$ cat src/rtl/ahb_timer_pkg.sv
// Shared constants for the AHB-Lite timer slave: register offsets, CTRL bit
// positions and the bus encodings the address phase decodes.
package ahb_timer_pkg;

    localparam logic [1:0] OFS_CTRL   = 2'd0;
    localparam logic [1:0] OFS_LOAD   = 2'd1;
    localparam logic [1:0] OFS_VALUE  = 2'd2;
    localparam logic [1:0] OFS_STATUS = 2'd3;

    localparam int CTRL_EN     = 0;
    localparam int CTRL_IRQEN  = 1;
    localparam int CTRL_RELOAD = 2;

    localparam logic [1:0] HTRANS_IDLE   = 2'b00;
    localparam logic [1:0] HTRANS_BUSY   = 2'b01;
    localparam logic [1:0] HTRANS_NONSEQ = 2'b10;
    localparam logic [1:0] HTRANS_SEQ    = 2'b11;

    localparam logic [2:0] HSIZE_BYTE = 3'b000;
    localparam logic [2:0] HSIZE_HALF = 3'b001;
    localparam logic [2:0] HSIZE_WORD = 3'b010;

endpackage

$ cat src/rtl/ahb_timer_core.sv
// Down-counter with reload and expiry detection; a bus LOAD write always
// overrides whatever the counter would otherwise do that cycle.
module ahb_timer_core
    import ahb_timer_pkg::*;
#(
    parameter logic [31:0] RST_LOAD = 32'h0000_0000
) (
    input  logic        clk,
    input  logic        reset,
    input  logic        enable,
    input  logic        reload,
    input  logic [31:0] reload_value,
    input  logic        load_we,
    input  logic [31:0] load_data,
    output logic [31:0] value,
    output logic        expire
);

    assign expire = enable && (value == 32'd0);

    // Without reload, an expired counter just sits at zero until reprogrammed.
    always_ff @(posedge clk) begin
        if (reset) begin
            value <= RST_LOAD;
        end else if (load_we) begin
            value <= load_data;
        end else if (expire) begin
            if (reload) begin
                value <= reload_value;
            end
        end else if (enable) begin
            value <= value - 32'd1;
        end
    end

endmodule

$ cat src/rtl/ahb_timer_slave.sv
// AHB-Lite responder wrapping the timer core: address/data-phase pipeline,
// register decode, W1C status flag and the RXEV event pulse.
module ahb_timer_slave
    import ahb_timer_pkg::*;
#(
    parameter int          ADDR_W   = 12,
    parameter logic [31:0] RST_LOAD = 32'h0000_0000
) (
    input  logic              HCLK,
    input  logic              HRESET,
    input  logic              HSEL,
    input  logic [ADDR_W-1:0] HADDR,
    input  logic [1:0]        HTRANS,
    input  logic              HWRITE,
    input  logic [2:0]        HSIZE,
    input  logic [31:0]       HWDATA,
    input  logic              HREADY,
    output logic [31:0]       HRDATA,
    output logic              HREADYOUT,
    output logic              HRESP,
    output logic              TIMER_IRQ,
    output logic              RXEV
);

    logic        dp_valid;
    logic        dp_write;
    logic [1:0]  dp_addr;
    logic [2:0]  ctrl;
    logic [31:0] load_reg;
    logic [31:0] value;
    logic        exp_flag;
    logic        expire;
    logic        accept;
    logic        wr_ctrl;
    logic        wr_load;
    logic        wr_status;
    logic        unused_bits;

    assign accept = HSEL && HREADY && HTRANS[1] && (HSIZE == HSIZE_WORD);

    // Only the word-select bits and the active/idle bit of HTRANS matter.
    assign unused_bits = ^{HADDR, HTRANS};

    always_ff @(posedge HCLK) begin
        if (HRESET) begin
            dp_valid <= 1'b0;
            dp_write <= 1'b0;
            dp_addr  <= OFS_CTRL;
        end else begin
            dp_valid <= accept;
            if (accept) begin
                dp_write <= HWRITE;
                dp_addr  <= HADDR[3:2];
            end
        end
    end

    assign wr_ctrl   = dp_valid && dp_write && (dp_addr == OFS_CTRL);
    assign wr_load   = dp_valid && dp_write && (dp_addr == OFS_LOAD);
    assign wr_status = dp_valid && dp_write && (dp_addr == OFS_STATUS);

    // A CTRL write beats the auto-clear of EN on a non-reloading expiry.
    always_ff @(posedge HCLK) begin
        if (HRESET) begin
            ctrl <= 3'b000;
        end else if (wr_ctrl) begin
            ctrl <= HWDATA[2:0];
        end else if (expire && !ctrl[CTRL_RELOAD]) begin
            ctrl[CTRL_EN] <= 1'b0;
        end
    end

    always_ff @(posedge HCLK) begin
        if (HRESET) begin
            load_reg <= RST_LOAD;
        end else if (wr_load) begin
            load_reg <= HWDATA;
        end
    end

    // Setting on expiry takes priority over a simultaneous W1C.
    always_ff @(posedge HCLK) begin
        if (HRESET) begin
            exp_flag <= 1'b0;
            RXEV     <= 1'b0;
        end else begin
            RXEV <= expire;
            if (expire) begin
                exp_flag <= 1'b1;
            end else if (wr_status && HWDATA[0]) begin
                exp_flag <= 1'b0;
            end
        end
    end

    ahb_timer_core #(
        .RST_LOAD (RST_LOAD)
    ) u_core (
        .clk          (HCLK),
        .reset        (HRESET),
        .enable       (ctrl[CTRL_EN]),
        .reload       (ctrl[CTRL_RELOAD]),
        .reload_value (load_reg),
        .load_we      (wr_load),
        .load_data    (HWDATA),
        .value        (value),
        .expire       (expire)
    );

    always_comb begin
        HRDATA = 32'd0;
        if (dp_valid && !dp_write) begin
            case (dp_addr)
                OFS_CTRL:   HRDATA = {29'd0, ctrl};
                OFS_LOAD:   HRDATA = load_reg;
                OFS_VALUE:  HRDATA = value;
                OFS_STATUS: HRDATA = {31'd0, exp_flag};
                default:    HRDATA = 32'd0;
            endcase
        end
    end

    assign HREADYOUT = 1'b1;
    assign HRESP     = 1'b0;
    assign TIMER_IRQ = exp_flag && ctrl[CTRL_IRQEN];

endmodule

$ cat config.mk
export PLATFORM = sky130hd
export DESIGN_NAME = ahb_timer_slave
export DESIGN_NICKNAME = d
export VERILOG_FILES = /design/src/rtl/ahb_timer_pkg.sv /design/src/rtl/ahb_timer_core.sv /design/src/rtl/ahb_timer_slave.sv
export SDC_FILE = /design/constraint.sdc
export NUM_CORES = 1
export LEC_CHECK = 0
export ABC_AREA = 0
export ABC_CLOCK_PERIOD_IN_PS = 3650
export CORE_UTILIZATION = 29
export CTS_CLUSTER_DIAMETER = 150
export DETAILED_ROUTE_END_ITERATION = 8
export GPL_TIMING_DRIVEN = 1
export PLACE_DENSITY = 0.54
export SYNTH_ARGS = -nofsm -noshare
export SYNTH_HDL_FRONTEND = slang
export SYNTH_SLANG_ARGS = --single-unit
$ cat constraint.sdc
create_clock -name HCLK -period 3.65 [get_ports HCLK]
set_input_delay 0.73 -clock HCLK [delete_from_list [all_inputs] [get_ports HCLK]]
set_output_delay 0.73 -clock HCLK [all_outputs]
set_load 0.01 [all_outputs]
**After elaboration in Yosys (flattened, before gate mapping)**

Cells that the tools add are included.

- Memories: 0
- Memory bits (read-only): 0
- Bits in latches: 0
- Memory bits (writable): 0
- Word-level logic and storage cells: 45
- Register bits after elaboration: 73
- Output and inout port bits: 36
- Input port bits: 54

- Order comparisons: 0
- Bitwise gates (word level): 0
- $mul: 0
- Equal/unequal tests: 5
- Mux-type cells: 10
- Reductions and logical operators: 20
- $add $sub $neg: 1
- Shifts and indexed selects: 0
- Div/mod/pow operators: 0

Operators by type and width:

| kind | count |
|---|---|
| two-way mux 32 bit | 5 |
| one-hot mux 32 bit (4 select lines) | 1 |
| logical NOT 32 bit | 1 |
| subtractor 32 x 1 -> 32 bit (second input constant) | 1 |
| logical AND 1 bit | 12 |
| equality test 2 bit (second input constant) | 2 |
| two-way mux 1 bit | 4 |
| nonzero test 2 bit | 2 |
| equality test 3 x 2 -> 1 bit (second input constant) | 1 |
| != test 3 x 2 -> 1 bit (second input constant) | 1 |
| nonzero test 3 bit | 1 |
| equality test 2 x 1 -> 1 bit (second input constant) | 1 |
| logical NOT 1 bit | 2 |
| logical NOT 2 bit | 1 |
| AND reduction 2 bit | 1 |

**Depth between registers and ports, before layout**

Gate-level depths: netlist (run 1).

- Word-level depth: 5
- Gate-level depth with buffers: 11
- Gate-level depth less buffers: 8

**Hierarchy**

Synthesis (run 1) repeated with hierarchy kept, for this count alone.

- Cells, all modules: 574
- Area, all modules: 4,429.2 µm²

By module, submodules not included:

| module | sequential area each (µm²) | area an instance (µm²) | cells each | instances |
|---|---|---|---|---|
| ahb_timer_core | 640.6 | 2,409.8 | 310 | 1 |
| ahb_timer_slave | 820.8 | 2,019.4 | 264 | 1 |

**Worst setup path after synthesis (run 1)**

OpenSTA, ideal clock, no wires.

- Path type: reg-to-output
- Start point: reg dp_addr[1]
- End point: out HRDATA[21]
- Data arrival time: 1.579 ns
- Required time: 2.920 ns
- Stages on the path, launching flop included: 7
- Path buffers: 3
- Setup slack: 1.341 ns
- Path through: dfxtp_1 > clkbuf_1 > nor2b_1 > clkbuf_1 > clkbuf_1 > a22oi_1 > nor2_1

- Word-level cells in the longest chain between the ends: 3
- Elaborated cells on any way between the ends: 6
- Those cells by class: 3 x eq/ne; 2 x mux; 1 x reduce/logical

Ends and longest elaborated chain:

| element | line | RTL |
|---|---|---|
| start: declaration | ahb_timer_slave.sv:27 | `logic [1:0] dp_addr;` |
| start signal: assignment | ahb_timer_slave.sv:53 | `dp_addr <= HADDR[3:2];` |
| equality test 2 bit, or another cell as far along | ahb_timer_slave.sv:113 | `case (dp_addr)` |
| one-hot mux 32 bit (4 select lines) (*) | ahb_timer_slave.sv:113 |  |
| two-way mux 32 bit (*) | ahb_timer_slave.sv:112 | `if (dp_valid && !dp_write) begin` |
| end: declaration | ahb_timer_slave.sv:18 | `output logic [31:0] HRDATA,` |

Mark *: on every way between the ends. The rest lies on a longest branch, timed or not.

**Worst setup path in the final report (run 1)**

- Start point: reg dp_addr[1]
- End point: out HRDATA[31]

The elaborated chain is that of the path after synthesis.

==> run summary, run 1 <==
Inserted Clock Buffers: 9
Post-Layout Inst Area: 0.00547 mm^2
Hold violation total from the final report: 0
CTS hold repair buffers: 0
Required time reported for the critical path endpoint: 2920 ps
Yosys warning count: 0
First-pass DRT Iterations: 5
Reg-to-reg slack, setup: 740 ps
Synthesis-to-finish area growth: 28.2%
Gates resized, CTS repair: 0
Post-CTS clock slew at the launch and capture registers of the worst setup and hold paths: 60 ps
Number of enable flip-flop cells after synthesis: 0
Mapped Nets: 632
Total of endpoints with negative setup slack in the final report: 0
Worst-margin pin slew: 831 ps
Maximum vdd drop: 0.153 mV
Number of vias after detailed routing: 4,557
Std cell rows: 43
Clock tree from TritonCTS: built
Unrepaired setup endpoints after global routing: no
Number of non-filler instances in the completed layout: 817
Worst clock skew on the final layout: 3.03 ps
Hold Path Cell Cnt: 2
TritonCTS Sinks: 73
Kind of path behind the tightest hold check: flop to flop
Number of placed instances with taps included: 802
Total GRT Usage: 20.0%
Crit start category: flop
Core area: 0.0141 mm^2
Total DRC errors in the routed layout: 0
Die ar.: 0.0152 mm^2
Clk Tree Root Cell: sky130_fd_sc_hd__clkbuf_16
Cell with the biggest individual delay on the critical path: sky130_fd_sc_hd__clkdlybuf4s50_1
Ratio of final minimum period to clock period: 82.9%
Post-detailed-route wirelength per cell: 17.9 um
Number of buffers added on ports: 76
Min Hold Slack: 473 ps
CP Depth: 5
Setup fix buffers added after clock tree synthesis: 0
Post-layout power: 1.74 mW
Die Height: 123 um
Nets: 688
Number of global-route vias before repair: 4,451
Remaining Overflow, GRT: 0
Run status: finished, final reports clean
Final Max Tran Viols: 0
Min cycle time layout: 3030 ps
CP endpoint: HRDATA[31]
Syn_area_per_cell: 7.39 um^2
Via/cell ratio: 5.58
Layout cells sized above 1: 7.69%
Critical path launch point: dp_addr[1]
Part of the Yosys area used for sequential elements: 34.3%
Peak clock frequency supported by timing: 0.330 GHz
#FFs+latches synth: 73
Biggest area consumer among synthesized cells: sky130_fd_sc_hd__dfxtp_1
Wire length of the first global-routing pass: 23,200 um
Number of antenna repair diodes: 0
Lkg Pwr: 1.77 nW
Power density over cell area: 318 mW/mm^2
R2r worst-path depth: 10
Most used flip-flop cell after synthesis: sky130_fd_sc_hd__dfxtp_1
Worst slew margin relative to its limit: 44.4%
Largest cells by area after synthesis: sky130_fd_sc_hd__dfxtp_1 34%, sky130_fd_sc_hd__nand2_1 7.3%, sky130_fd_sc_hd__nor2_1 7.2%
Crit path buffers/inverters: 2
Detailed router's first-iteration violation count: 403
Weighted congestion at the end of routability-driven global placement: 0.854
Post-placement cell area: 0.00519 mm^2
Deepest clock path buffer count: 2
Count of antenna-violating nets left after detailed routing: 0
Initial Utilization: 30.3%
Initial antenna violation count: 0
I/O pin count: 90
CP Max Fanout: 29
Startpoint of the worst hold path: load_reg[31]
Floorplan die width: 123 um
Critical path endpoint category: primary output
Yosys top cell area share: 34.3%
Crit-path cells: nor2b_2, buf_4, a22oi_1, nor2_1, clkdlybuf4s50_1
HPWL Detailed: 9870 um
Category of the most critical setup path: flop to primary output
Library cells used by synthesis: 65
Crit Reg-Reg Startpoint: u_core.value[0]
Max H-tree Level: 3
Total detailed-routing wirelength: 14,700 um
Post-synth ARST share: 0%
Total negative slack: 0 ps
Largest net degree at the start of global routing: 51
Synthesized area: 0.00426 mm^2
Stage delay of the slowest cell on the critical path: 550 ps
Data arrival time of the critical path: 2300 ps
Family with the most delay on the worst path: buffers and inverters
Max_cap viols: 0
Clk Latency, worst-skew pair: 330 ps
Critical register-to-register path endpoint: u_core.value[19]
Cell count after synthesis: 577
power breakdown:
group | total, mW | internal [mW] | switching [mW]
clock network | 0.863 | 0.525 | 0.337
registers | 0.798 | 0.797 | 0.000648
logic | 0.0778 | 0.0434 | 0.0344
total | 1.74 | 1.37 | 0.372
layer usage:
layer / vias to the layer above / GRT usage, % / part of all wire, %
met3: 21 / 2.81 / 5.4
met4: 0 / 7.91 / 1.9
met1: 2185 / 27.1 / 47
met5: - / 0 / 0
li1: 2199 / - / -
met2: 152 / 31.9 / 46
through the flow:
stage	setup slack, ps	utilization, %
global placement	884	36.8
CTS	637	38.8
detailed placement	848	36.8
floorplan	1340	-
global route	490	38.8
finish	624	38.8
cell families after synthesis:
group	count (synthesis)	synth area share (%)
AND/OR/NAND/NOR	272	30.9
AO/OA/AOI/OAI	152	24.1
flip-flops	73	34.3
buffers and inverters	57	5.60
XOR/XNOR	10	2.05
multiplexers	10	2.67
other	2	0.176
adder cells (fa/ha/maj)	1	0.293
cells in the final DEF (no fill, tap or decap), types with 4 or more instances in the layout:
cell type                         instances
sky130_fd_sc_hd__a211oi_1                10
sky130_fd_sc_hd__a21oi_1                 48
sky130_fd_sc_hd__a22oi_1                 29
sky130_fd_sc_hd__a311oi_1                 4
sky130_fd_sc_hd__and2_1                   4
sky130_fd_sc_hd__and3_1                   5
sky130_fd_sc_hd__buf_4                   18
sky130_fd_sc_hd__clkbuf_16                9
sky130_fd_sc_hd__clkdlybuf4s50_1         75
sky130_fd_sc_hd__dfxtp_1                 73
sky130_fd_sc_hd__inv_1                    8
sky130_fd_sc_hd__mux2i_1                  8
sky130_fd_sc_hd__nand2_1                 83
sky130_fd_sc_hd__nand3_1                 13
sky130_fd_sc_hd__nor2_1                  82
sky130_fd_sc_hd__nor3_1                  26
sky130_fd_sc_hd__nor4_1                  16
sky130_fd_sc_hd__nor4_2                   4
sky130_fd_sc_hd__o211ai_1                 8
sky130_fd_sc_hd__o21ai_0                 16
sky130_fd_sc_hd__or3_1                    7
sky130_fd_sc_hd__or4_1                    8
sky130_fd_sc_hd__xnor2_1                  5
sky130_fd_sc_hd__xor2_1                   5
synth_stat cells (2+ instances only):
master                     number
sky130_fd_sc_hd__nand2_1       83
sky130_fd_sc_hd__nor2_1        82
sky130_fd_sc_hd__dfxtp_1       73
sky130_fd_sc_hd__a21oi_1       48
sky130_fd_sc_hd__clkbuf_1      34
sky130_fd_sc_hd__a22oi_1       29
sky130_fd_sc_hd__nor3_1        26
sky130_fd_sc_hd__nor4_1        17
sky130_fd_sc_hd__o21ai_0       16
sky130_fd_sc_hd__nand3_1       14
sky130_fd_sc_hd__a211oi_1      10
sky130_fd_sc_hd__buf_2          8
sky130_fd_sc_hd__inv_1          8
sky130_fd_sc_hd__mux2i_1        8
sky130_fd_sc_hd__o211ai_1       8
sky130_fd_sc_hd__or4_1          8
sky130_fd_sc_hd__or3_1          7
sky130_fd_sc_hd__and3_1         6
sky130_fd_sc_hd__xnor2_1        5
sky130_fd_sc_hd__xor2_1         5
sky130_fd_sc_hd__a311oi_1       4
sky130_fd_sc_hd__and2_1         4
sky130_fd_sc_hd__buf_1          4
sky130_fd_sc_hd__nor2b_1        4
sky130_fd_sc_hd__a211o_1        3
sky130_fd_sc_hd__a31oi_1        3
sky130_fd_sc_hd__nand4_1        3
sky130_fd_sc_hd__nor3b_1        3
sky130_fd_sc_hd__nor4_2         3
sky130_fd_sc_hd__o31a_1         3
sky130_fd_sc_hd__o31ai_1        3
sky130_fd_sc_hd__a32o_1         2
sky130_fd_sc_hd__a32oi_1        2
sky130_fd_sc_hd__buf_4          2
sky130_fd_sc_hd__conb_1         2
sky130_fd_sc_hd__nand2b_1       2
sky130_fd_sc_hd__o21a_1         2
sky130_fd_sc_hd__o21ai_1        2
sky130_fd_sc_hd__o22ai_1        2
sky130_fd_sc_hd__o311ai_0       2
sky130_fd_sc_hd__o41ai_1        2
sky130_fd_sc_hd__or4_4          2
worst min path at each step:
stage | endpoint | slack [ps]
global route | load_reg[4] | 490
finish | load_reg[31] | 470
floorplan | load_reg[0] | 440
global placement | load_reg[31] | 460
detailed placement | load_reg[31] | 470
CTS | load_reg[31] | 470
cell type report:
type / instances / area (um^2)
clock inverters: 3 / 42.5
repair buffers: 94 / 891
well taps: 180 / 225
flip-flops and latches: 73 / 1460
inverters: 8 / 30.0
clock buffers: 12 / 236
fillers: 1505 / 8630
multi-input cells: 447 / 2580
worst register-to-register path, cell delays in order (launching register included):
cell and delay [ps]:
sky130_fd_sc_hd__dfxtp_1 360, sky130_fd_sc_hd__inv_1 80, sky130_fd_sc_hd__ha_1 180, sky130_fd_sc_hd__nor3b_2 170, sky130_fd_sc_hd__buf_4 160, sky130_fd_sc_hd__nand2_1 160, sky130_fd_sc_hd__buf_4 240, sky130_fd_sc_hd__or4_1 830
sky130_fd_sc_hd__nor2_1 220, sky130_fd_sc_hd__a211oi_1 90, sky130_fd_sc_hd__a2111oi_2 310
Note: power is estimated with default switching activity, not from simulation.
==> run 2: changes to the inputs <==
ABC_CLOCK_PERIOD_IN_PS = 2500   (was 3650)
PLACE_DENSITY = 0.56   (was 0.54)
clock period = 2.5 ns   (was 3.65 ns; I/O delays follow)
==> run 2 against run 1 <==
  * Clock power increased by 46%
  * Via count up 5.8%
  * Sequential share of layout area is 2.3 points lower
  * Critical path type unchanged
  * Combinational power increased by 53%
  * Critical path depth stayed put
  * First-iteration DRC count fell by 3.2%
  * Critical endpoint is now HRDATA[6]
  * Non-clock buffer count increased by 50
==> run summary, run 2 (synthesis gave the netlist of run 1 again) <==
Startpoint of the worst hold path: load_reg[7]
Number of global-route vias before repair: 4,817
Die ar.: 0.0152 mm^2
Total of endpoints with negative setup slack in the final report: 0
CTS hold repair buffers: 0
Wire length of the first global-routing pass: 24,300 um
Sw Share: 21.2%
Crit start category: flop
Number of non-filler instances in the completed layout: 868
Maximum vdd drop: 0.312 mV
Post-Layout Inst Area: 0.00601 mm^2
Worst-margin pin slew: 861 ps
Hold violation total from the final report: 0
Die Height: 123 um
Critical path endpoint category: primary output
Core area: 0.0141 mm^2
Weighted congestion at the end of routability-driven global placement: 0.870
Std cell rows: 43
Net switching power: 0.539 mW
I/O pin count: 90
Remaining Overflow, GRT: 0
Detailed router's first-iteration violation count: 390
Initial Utilization: 30.3%
Number of vias after detailed routing: 4,820
Count of antenna-violating nets left after detailed routing: 0
Family with the most delay on the worst path: buffers and inverters
Leading cell types in the layout, fill and taps excluded: 82 x sky130_fd_sc_hd__nand2_1, 81 x sky130_fd_sc_hd__nor2_1, 70 x sky130_fd_sc_hd__dfxtp_1
Peak clock frequency supported by timing: 0.410 GHz
Unrepaired setup endpoints after global routing: yes
Max_cap viols: 0
Run status: finished, final reports clean
Post-placement cell area: 0.00556 mm^2
Total internal power: 2.01 mW
Cell with the biggest individual delay on the critical path: sky130_fd_sc_hd__clkdlybuf4s50_1
Nets: 738
Ratio of final minimum period to clock period: 97.5%
Power density over cell area: 424 mW/mm^2
TritonCTS Sinks: 73
Deepest clock path buffer count: 2
HPWL Detailed: 10,600 um
Post-CTS clock slew at the launch and capture registers of the worst setup and hold paths: 60 ps
Number of buffers added on ports: 76
Number of antenna repair diodes: 0
Required time reported for the critical path endpoint: 2000 ps
Worst clock skew on the final layout: 7.57 ps
Max H-tree Level: 3
Clk Tree Root Cell: sky130_fd_sc_hd__clkbuf_16
Floorplan die width: 123 um
Crit Reg-Reg Startpoint: u_core.value[1]
Total GRT Usage: 20.7%
CP Max Fanout: 16
Synthesis-to-finish area growth: 40.8%
Smallest setup slack after layout: 63.0 ps
Total DRC errors in the routed layout: 0
Number of placed instances with taps included: 846
Worst setup timing slack at the placement stage: 97.7 ps
Kind of path behind the tightest hold check: flop to flop
Clk Latency, worst-skew pair: 340 ps
Layout cells sized above 1: 15.8%
Crit path buffers/inverters: 2
First-pass DRT Iterations: 5
Most common cell after layout, fill and taps aside: sky130_fd_sc_hd__nand2_1
Min cycle time layout: 2440 ps
Crit-path cells: nor2b_4, buf_12, a22oi_1, nor2_1, clkdlybuf4s50_1
Min Hold Slack: 477 ps
Sequential Power Share: 45.7%
Largest net degree at the start of global routing: 48
Inserted Clock Buffers: 9
Clock tree from TritonCTS: built
Final Max Tran Viols: 0
Critical path launch point: dp_addr[0]
Post-detailed-route wirelength per cell: 17.8 um
Data arrival time of the critical path: 1940 ps
Stage delay of the slowest cell on the critical path: 540 ps
Initial antenna violation count: 0
Via/cell ratio: 5.55
Total detailed-routing wirelength: 15,500 um
Total negative slack: 0 ps
Clock network fraction of total power: 49.6%
Worst slew margin relative to its limit: 42.4%
Lkg Pwr: 2.19 nW
Logic gate share of total power: 4.7%
Reg-to-reg slack, setup: 110 ps
Category of the most critical setup path: flop to primary output
==> run 2: routing by layer <==
metal / track usage (%) / up-vias / wire length, um
met1: 26.6 / 2275 / 6630
met4: 7.68 / 0 / 353
met2: 34.5 / 212 / 7230
met3: 3.74 / 27 / 1270
met5: 0 / - / 0
li1: - / 2306 / -
==> run 2: timing repair <==
item	in CTS	in global routing
cloned	1	1
setup endpoints to repair	32	41
pin swaps	0	2
gates resized for setup	6	16
buffers inserted	0	4
==> run 2: metrics by stage <==
stage               total power, mW  util [%]
finish                         2.55      42.6
global route                   2.62      42.6
CTS                            2.58      41.7
detailed placement             1.31      39.4
global placement               1.31      39.4
floorplan                      1.22         -
==> run 2: final timing paths <==
kind | endpoint | depth (start not counted)
worst max register to register | u_core.value[26] | 8
worst max-delay path | HRDATA[6] | 5
worst min-delay path | load_reg[7] | 2
worst min register to register | load_reg[7] | 2
==> run 2: area by class of cell <==
cell class | count | area (um^2)
multi-input cells | 447 | 2610
clock buffers | 14 | 284
repair buffers | 144 | 1380
inverters | 8 | 30.0
fillers | 1429 | 8090
well taps | 180 | 225
flip-flops and latches | 73 | 1470
clock inverters | 2 | 10.0
==> run 2: worst reg2reg max path: stages, from the launching register on <==
cell,delay (ps)
sky130_fd_sc_hd__dfxtp_1,350
sky130_fd_sc_hd__inv_1,70
sky130_fd_sc_hd__ha_2,190
sky130_fd_sc_hd__nor3b_4,230
sky130_fd_sc_hd__buf_4,180
sky130_fd_sc_hd__nand4_1,190
sky130_fd_sc_hd__or2_1,320
sky130_fd_sc_hd__or4_1,490
sky130_fd_sc_hd__a311oi_2,290
==> run 2: power groups by stage <==
| stage | Combinational, mW | Sequential, mW | Clock, mW |
|---|---|---|---|
| 2_1_floorplan | 0.0297 | 1.19 | 0 |
| 3_3_place_gp | 0.115 | 1.19 | 0 |
| 3_5_place_dp | 0.116 | 1.19 | 0 |
| 4_1_cts | 0.117 | 1.16 | 1.29 |
| 5_1_grt | 0.127 | 1.16 | 1.33 |
| 6_report | 0.119 | 1.16 | 1.26 |
==> run 3: changes to the inputs <==
ABC_CLOCK_PERIOD_IN_PS = not set   (was 2500)
==> results of run 3 <==
Same layout as run 2: the final DEF is identical, and so are final timing and power.
